<file path="config.mk">
export PLATFORM = sky130hd
export DESIGN_NAME = keypad_debounce_encoder
export DESIGN_NICKNAME = d
export VERILOG_FILES = /design/src/rtl/keypad_debounce_encoder.sv
export SDC_FILE = /design/constraint.sdc
export NUM_CORES = 1
export LEC_CHECK = 0
export CAP_MARGIN = 30
export CORE_ASPECT_RATIO = 0.75
export CORE_MARGIN = 2
export CORE_UTILIZATION = 25
export DETAILED_ROUTE_END_ITERATION = 8
export PLACE_DENSITY = 0.52
export SYNTH_ARGS = -nofsm -noshare
export SYNTH_HDL_FRONTEND = slang
export SYNTH_SLANG_ARGS = --single-unit
</file>
<file path="constraint.sdc">
create_clock -name clk -period 4.2 [get_ports clk]
set_input_delay 1.05 -clock clk [delete_from_list [all_inputs] [get_ports clk]]
set_output_delay 1.05 -clock clk [all_outputs]
set_load 0.02 [all_outputs]
</file>
<file path="src/rtl/keypad_debounce_encoder.sv">
// keypad_debounce_encoder
//   Synchronises and debounces a raw keypad vector, encodes the accepted key to a
//   binary code and emits a one-cycle strobe per accepted press. Also reports
//   multi-key presses and hold status.
//   Optional feature: define KEY_REPEAT_EN to enable auto-repeat strobes while a
//   single key stays held (REPEAT_DELAY / REPEAT_PERIOD).
module keypad_debounce_encoder #(
    parameter int unsigned NUM_KEYS        = 13,
    parameter int unsigned CODE_W          = 4,
    parameter int unsigned DEBOUNCE_CYCLES = 4,
    parameter int unsigned REPEAT_DELAY    = 16,
    parameter int unsigned REPEAT_PERIOD   = 8
) (
    input  logic                clk,
    input  logic                nrst,
    input  logic [NUM_KEYS-1:0] keypad,
    output logic [CODE_W-1:0]   keycode,
    output logic                keystrobe,
    output logic                key_held,
    output logic                multi_press
);

    localparam int unsigned CNT_W = $clog2(DEBOUNCE_CYCLES + 1);
    localparam logic [CNT_W-1:0] CNT_MAX = CNT_W'(DEBOUNCE_CYCLES);

    if (NUM_KEYS < 2 || NUM_KEYS > (2**CODE_W) - 1 || DEBOUNCE_CYCLES < 1 ||
        REPEAT_DELAY < 1 || REPEAT_PERIOD < 1) begin : g_bad_params
        $error("keypad_debounce_encoder: illegal parameter combination");
    end

    typedef enum logic [1:0] {S_IDLE, S_PRESS, S_HELD} state_e;

    logic [NUM_KEYS-1:0] sync1_q, sync2_q;
    logic [NUM_KEYS-1:0] cand_q, cand_d;
    logic [CNT_W-1:0]    cnt_q, cnt_d;
    logic [NUM_KEYS-1:0] stable_q, stable_d;
    logic [NUM_KEYS-1:0] pressed_q, pressed_d;
    logic [CODE_W-1:0]   keycode_q, keycode_d;
    logic                multi_q, multi_d;
    logic                held_q;
    logic                load;
    state_e              state_q, state_d;

    // All-ones for more than one key, otherwise the index of the single set bit.
    function automatic logic [CODE_W-1:0] encode(input logic [NUM_KEYS-1:0] v);
        logic [CODE_W-1:0] idx;
        idx = '0;
        if ($countones(v) > 1) begin
            idx = '1;
        end else begin
            for (int unsigned i = 0; i < NUM_KEYS; i++) begin
                if (v[i]) idx = CODE_W'(i);
            end
        end
        return idx;
    endfunction

    // Debounce: a candidate vector is accepted once seen DEBOUNCE_CYCLES times in a row.
    always_comb begin
        cand_d   = cand_q;
        cnt_d    = cnt_q;
        stable_d = stable_q;
        if (sync2_q != cand_q) begin
            cand_d = sync2_q;
            cnt_d  = CNT_W'(1);
        end else if (cnt_q != CNT_MAX) begin
            cnt_d = cnt_q + 1'b1;
        end
        // Compare against the next count so acceptance lands in the same edge as the last sample.
        if (cnt_d == CNT_MAX && cand_d != stable_q) begin
            stable_d = cand_d;
        end
    end

    // Press FSM next state; code and vector are captured on every entry to PRESS.
    always_comb begin
        state_d = state_q;
        case (state_q)
            S_IDLE: begin
                if (stable_q != '0) state_d = S_PRESS;
            end
            S_PRESS, S_HELD: begin
                if (stable_q == '0)             state_d = S_IDLE;
                else if (stable_q != pressed_q) state_d = S_PRESS;
                else                            state_d = S_HELD;
            end
            default: state_d = S_IDLE;
        endcase
        load      = (state_d == S_PRESS);
        pressed_d = load ? stable_q : pressed_q;
        keycode_d = load ? encode(stable_q) : keycode_q;
        multi_d   = load ? ($countones(stable_q) > 1) : multi_q;
    end

`ifdef KEY_REPEAT_EN
    localparam int unsigned RPT_TOP = (REPEAT_DELAY > REPEAT_PERIOD) ? REPEAT_DELAY : REPEAT_PERIOD;
    localparam int unsigned RPT_W   = $clog2(RPT_TOP + 1);
    localparam logic [RPT_W-1:0] RPT_MAX   = RPT_W'(RPT_TOP);
    localparam logic [RPT_W-1:0] RPT_FIRST = RPT_W'(REPEAT_DELAY);
    localparam logic [RPT_W-1:0] RPT_NEXT  = RPT_W'(REPEAT_PERIOD);

    logic [RPT_W-1:0] rpt_q, rpt_d;
    logic             rpt_seen_q, rpt_seen_d;
    logic             rpt_tick;

    // Repeat timer: counts cycles since PRESS (or since the last repeat); a tick is
    // suppressed whenever the FSM is leaving HELD so a new press wins.
    always_comb begin
        rpt_d      = rpt_q;
        rpt_seen_d = rpt_seen_q;
        rpt_tick   = 1'b0;
        if (state_q != S_IDLE && rpt_q != RPT_MAX) rpt_d = rpt_q + 1'b1;
        if (state_q == S_HELD && state_d == S_HELD && !multi_q &&
            rpt_q == (rpt_seen_q ? RPT_NEXT : RPT_FIRST)) begin
            rpt_tick   = 1'b1;
            rpt_d      = RPT_W'(1);
            rpt_seen_d = 1'b1;
        end
        if (load) begin
            rpt_d      = '0;
            rpt_seen_d = 1'b0;
        end
    end

    // Repeat timer registers.
    always_ff @(posedge clk or negedge nrst) begin
        if (!nrst) begin
            rpt_q      <= '0;
            rpt_seen_q <= 1'b0;
        end else begin
            rpt_q      <= rpt_d;
            rpt_seen_q <= rpt_seen_d;
        end
    end

    assign keystrobe = (state_q == S_PRESS) | rpt_tick;
`else
    assign keystrobe = (state_q == S_PRESS);
`endif

    // Synchroniser, debounce, FSM and output registers.
    always_ff @(posedge clk or negedge nrst) begin
        if (!nrst) begin
            sync1_q   <= '0;
            sync2_q   <= '0;
            cand_q    <= '0;
            cnt_q     <= '0;
            stable_q  <= '0;
            pressed_q <= '0;
            keycode_q <= '0;
            multi_q   <= 1'b0;
            held_q    <= 1'b0;
            state_q   <= S_IDLE;
        end else begin
            sync1_q   <= keypad;
            sync2_q   <= sync1_q;
            cand_q    <= cand_d;
            cnt_q     <= cnt_d;
            stable_q  <= stable_d;
            pressed_q <= pressed_d;
            keycode_q <= keycode_d;
            multi_q   <= multi_d;
            held_q    <= (stable_q != '0);
            state_q   <= state_d;
        end
    end

    assign keycode     = keycode_q;
    assign multi_press = multi_q;
    assign key_held    = held_q;

endmodule

</file>
Word-level counts from Yosys, hierarchy flattened
Cells that the tools add are included.
- register bits: 76
- logic and storage cells: 57
- $add $sub $neg: 13
- magnitude comparators: 1
- eq/ne operators: 8
- muxes and demuxes: 20
- reduce and logical (&&, ||, !) cells: 5
- operator list (cell ; count):
    2-to-1 mux 4 bit ; 12
    != test 13 bit ; 3
    logical NOT 13 bit ; 1
    2-to-1 mux 13 bit ; 1
    nonzero test 13 bit ; 1
    adder 1 x 1 -> 2 bit ; 6
    adder 2 x 2 -> 3 bit ; 3
    2-to-1 mux 2 bit ; 3
    2-to-1 mux 3 bit ; 2
    adder 4 x 4 -> 5 bit ; 1
    greater-than comparator 5 x 1 -> 1 bit, second input constant ; 1
    adder 3 x 1 -> 4 bit ; 1
    adder 3 x 3 -> 4 bit ; 1
    equality test 2 x 1 -> 1 bit, second input constant ; 2
    case mux 2 bit (2 select lines) ; 1
    adder 3 x 1 -> 3 bit, second input constant ; 1
    equality test 3 bit, second input constant ; 1
    != test 3 bit, second input constant ; 1
    equality test 2 bit, second input constant ; 1
    logical NOT 2 bit ; 1
    OR reduction 2 bit ; 1
    logical AND 1 bit ; 1
    2-to-1 mux 1 bit ; 1

Depth between registers and ports, before layout
- word-level depth: 13
- depth in mapped cells: 15
- mapped depth without buffers: 14

Worst setup path before layout
Ideal clock, no wire load.
- path type: flip-flop to flip-flop
- start point: register stable_q[5]
- end point: register keycode_q[2] (netlist: keycode[2])
- setup time: 0.125 ns
- data arrival time: 3.936 ns
- data required time: 4.075 ns
- setup slack: 0.139 ns
- cell stages (with the launch flop): 14
- period minus slack after synthesis: 4.061 ns
- cell sequence: dfrtp_1 inv_1 fa_1 fa_1 fa_1 fa_1 fa_1 inv_1 fa_1 nor2_1 o21ai_0 nor2_1 o21ai_0 mux2_4
- longest elaborated chain between the ends: 9
- ends and longest elaborated chain (what ; RTL line ; source):
    from (decl) ; 36 ; logic [NUM_KEYS-1:0] stable_q, stable_d;
    from (signal assigned) ; 159 ; stable_q <= stable_d;
    branches (longest 9 deep; another with adder 4 x 4 -> 5 bit) ; n/a ;
    to (signal assigned) ; 161 ; keycode_q <= keycode_d;
    to (decl) ; 38 ; logic [CODE_W-1:0] keycode_q, keycode_d;
Several ways; the timed one is not identified.
A chain may end at the register's enable or synchronous reset.

Final worst setup path
- start point: register stable_q[3]
- end point: register keycode_q[2] (netlist: keycode[2])
- longest elaborated chain between the ends: 11
- ends and longest elaborated chain (what):
    branches (longest 11 deep; another with adder 4 x 4 -> 5 bit)
Several ways; the timed one is not identified.

==> summary.md <==
| Metric | Value |
|---|---|
| Final net count | `about 320` |
| Syn nets | `301` |
| Routed Antenna Nets | `0` |
| Commonest non-fill, non-tap cells in the layout | `dfrtp_1, inv_1, xor2_1` |
| Final hold vios | `0` |
| Critical Path AT | `4.25 ns` |
| Crit-path slowest cell | `fa_1` |
| Hold buffers post-CTS | `0` |
| Final period utilization | `between 90% and 100%` |
| Number of max-cap violations | `0` |
| Root Buffer Master | `clkbuf_16` |
| Post-synth cell types | `35` |
| GRT Total Usage | `9.022%` |
| Crit Path Class | `reg -> reg` |
| CTS Buffer Depth | `2` |
| Reg clk slew, reported paths | `0.06 ns` |
| Ant. Diodes | `0` |
| Crit-path max cell delay | `0.55 ns` |
| Total placed cells including tap cells | `447` |
| Total gr overflow | `0` |
| CP dominant cell by count | `fa_1` |
| Die area | `approximately 15000 um2` |
| Drt pass-1 iters | `4` |
| Num Clock Sinks | `76` |
| R2r startpoint | `stable_q[3]` |
| Iter 0 DRT Violations | `62` |
| Final HPWL DP | `4197 um` |
| Max-slew headroom | `60.77%` |
| Num rows | `37` |
| Setup Viol. Count Final | `0` |
| Tot Pwr | `1.603 mW` |
| Skew final | `0.003506 ns` |
| Hold Path Origin | `sync1_q[4]` |
| Max Freq | `approximately 0.25 GHz` |
| Pins Over Slew Limit | `0` |
| Vias in the first global route | `around 2000` |
| Critical path launch point type | `register` |
| Critical Path End Type | `register` |
| Worst-Skew Late Latency | `0.34 ns` |
| Gate Count Post-Synth | `269` |
| Worst hold path type | `reg -> reg` |
| Global-route wire length before repair | `10160 um` |
| Mapped Area | `3487 um2` |
| Yosys reg bits | `76` |
| Post-layout util | `between 30% and 40%` |
| Dpl ws | `0.04645 ns` |
| Status | `complete, no violations` |
| Max IR drop VDD | `0.1896 mV` |
| Die height | `roughly 110 um` |
| CTS tree | `done` |
| Largest net degree at the start of global routing | `77` |
| Register area share after synthesis | `between 50% and 60%` |
| Initial Util | `25.53%` |
| Ratio of cells with drive above 1 in the final layout | `21.03%` |
| Horiz. Die Dim | `around 140 um` |
| Avg Cell Area, Syn | `about 13 um2` |
| Most common cell after layout, fill and taps aside | `dfrtp_1` |
| Layout area overhead | `20.17%` |
| Via-to-Cell Ratio | `4.015` |
| Leakage | `1.960 nW` |
| Placer Congestion | `~0.79` |
| Crit path max fanout | `4` |
| Antenna violations before repair | `0` |
| CP Launch Point | `stable_q[3]` |
| YS warnings | `0` |
| Total number of vias | `1867` |
| Critical path cell sequence | `inv_1 -> fa_1 -> fa_1 -> fa_1 -> fa_1 -> fa_1 -> inv_2 -> fa_1 -> nor2_1 -> o21ai_2 -> nor2_2 -> o21ai_0 -> mux2_4` |
| Final Critical Period | `4.026 ns` |
| # DRC | `0` |
| Final worst slack | `0.1737 ns` |
| Worst path required time | `around 4.4 ns` |
| Final non-filler cell total | `465` |
| Fillers | `1342` |
| IO Count | `22` |
| I/O Buffers | `21` |
| Routed WL per cell | `12.72 um` |
| H-tree levels | `3` |
| PD cells | `382.5 nW/um2` |
| Final Routed Wirelength | `5917 um` |
| Core Area | `13660 um2` |
| Actual slew at the worst max-slew pin | `0.5885 ns` |
| CTS Buf Count | `9` |
## critical path: cells and delay by family (launching register included)
kind | cells | cell delay (ns)
DFF | 1 | 0.35
buffers and inverters | 2 | 0.15
AOI/OAI and AO/OA | 2 | 0.18
and+or+nand+nor | 2 | 0.24
muxes | 1 | 0.27
adders and majority gates | 6 | 2.73
## where the power goes
group	leakage, nW	internal, mW	total, mW	switching (mW)
clock network	0.145	0.470	0.791	0.321
logic	0.849	0.0241	0.0464	0.0224
registers	0.966	0.751	0.765	0.0137
## kinds of logic after synthesis
| logic type | share of synthesized area (%) |
|---|---|
| AOI/OAI and AO/OA | 3.014 |
| xor gates and xnor gates | 10.05 |
| buffers and inverters | 6.530 |
| adders and majority gates | 7.822 |
| and+or+nand+nor | 6.961 |
| muxes | 11.09 |
| DFF | 54.54 |
## cells in the mapped netlist
cell,number,area (um2)
inv_1,24,90.09
fa_1,8,160.2
mux2_2,13,146.4
ha_1,9,112.6
a31oi_1,1,6.260
and4_1,1,8.760
nand3_1,1,5.000
nor4b_2,1,15.01
nand3b_1,1,7.510
xor2_1,21,183.9
o21bai_1,3,22.52
mux2_1,8,90.09
nand3_2,1,10.01
nor2_1,10,37.54
a21oi_1,2,10.01
a211oi_1,2,15.01
o211ai_1,1,7.510
nand2_1,6,22.52
a311oi_1,1,8.760
o21ai_0,7,35.03
and2_1,1,6.260
buf_2,8,40.04
dfrtp_1,76,1902
buf_6,2,22.52
buf_8,1,15.01
nor4_2,2,25.02
xnor2_1,19,166.4
nor4_1,5,31.28
nor4_4,1,21.27
buf_4,1,7.510
or4_4,1,11.26
mux2_4,10,150.1
clkbuf_1,14,52.55
nand4_1,5,31.28
nor3_1,2,10.01
## area by class of cell
cell class              count  area, um2  area share, %
flip-flops and latches     76       1902          45.39
multi-input cells         143       1369          32.67
repair buffers             31      302.8          7.226
clock buffers               9      225.2          5.375
well taps                 175      219.0          5.225
inverters                  24      90.09          2.150
clock inverters             7      82.58          1.971
## worst paths after layout
path | cells past startpoint | endpoint | slack (ns)
worst min-delay path | 0 | sync2_q[4] | 0.35
worst max-delay path | 13 | keycode[2] | 0.17
worst min register to register | 0 | sync2_q[4] | 0.35
max in group asynchronous | 2 | keycode[0] | 3.10
min in group asynchronous | 1 | cand_q[11] | 0.54
worst max register to register | 13 | keycode[2] | 0.17
## sequential cells by signal, summed over array words and instances, names as in the netlist
register and cells:
cnt_q 3, sync1_q 13, multi_press 1, pressed_q 13, cand_q 13, stable_q 13, state_q 2, key_held 1
keycode 4, sync2_q 13
## timing repair
action,in CTS,in global routing
setup buffers,0,1
endpoints found under the setup margin,0,4
gates resized for setup,0,6
## per-layer routing
metal	global-route usage [%]	part of all wire, %
met3	3.784	5.7
met2	12.46	41
met4	4.113	2.2
met5	0	0
met1	12.22	51
## through the flow
step | hold WS, ns | cell area (um2) | setup TNS, ns
after global routing | 0.3561 | 4190 | -0.01519
after floorplan | 0.3312 | 3487 | 0
after global placement | 0.3348 | 3836 | 0
after CTS | 0.3500 | 4144 | 0
after detailed placement | 0.3347 | 3836 | 0
final | 0.3477 | 4190 | 0
(Power assumes the default switching activity.)
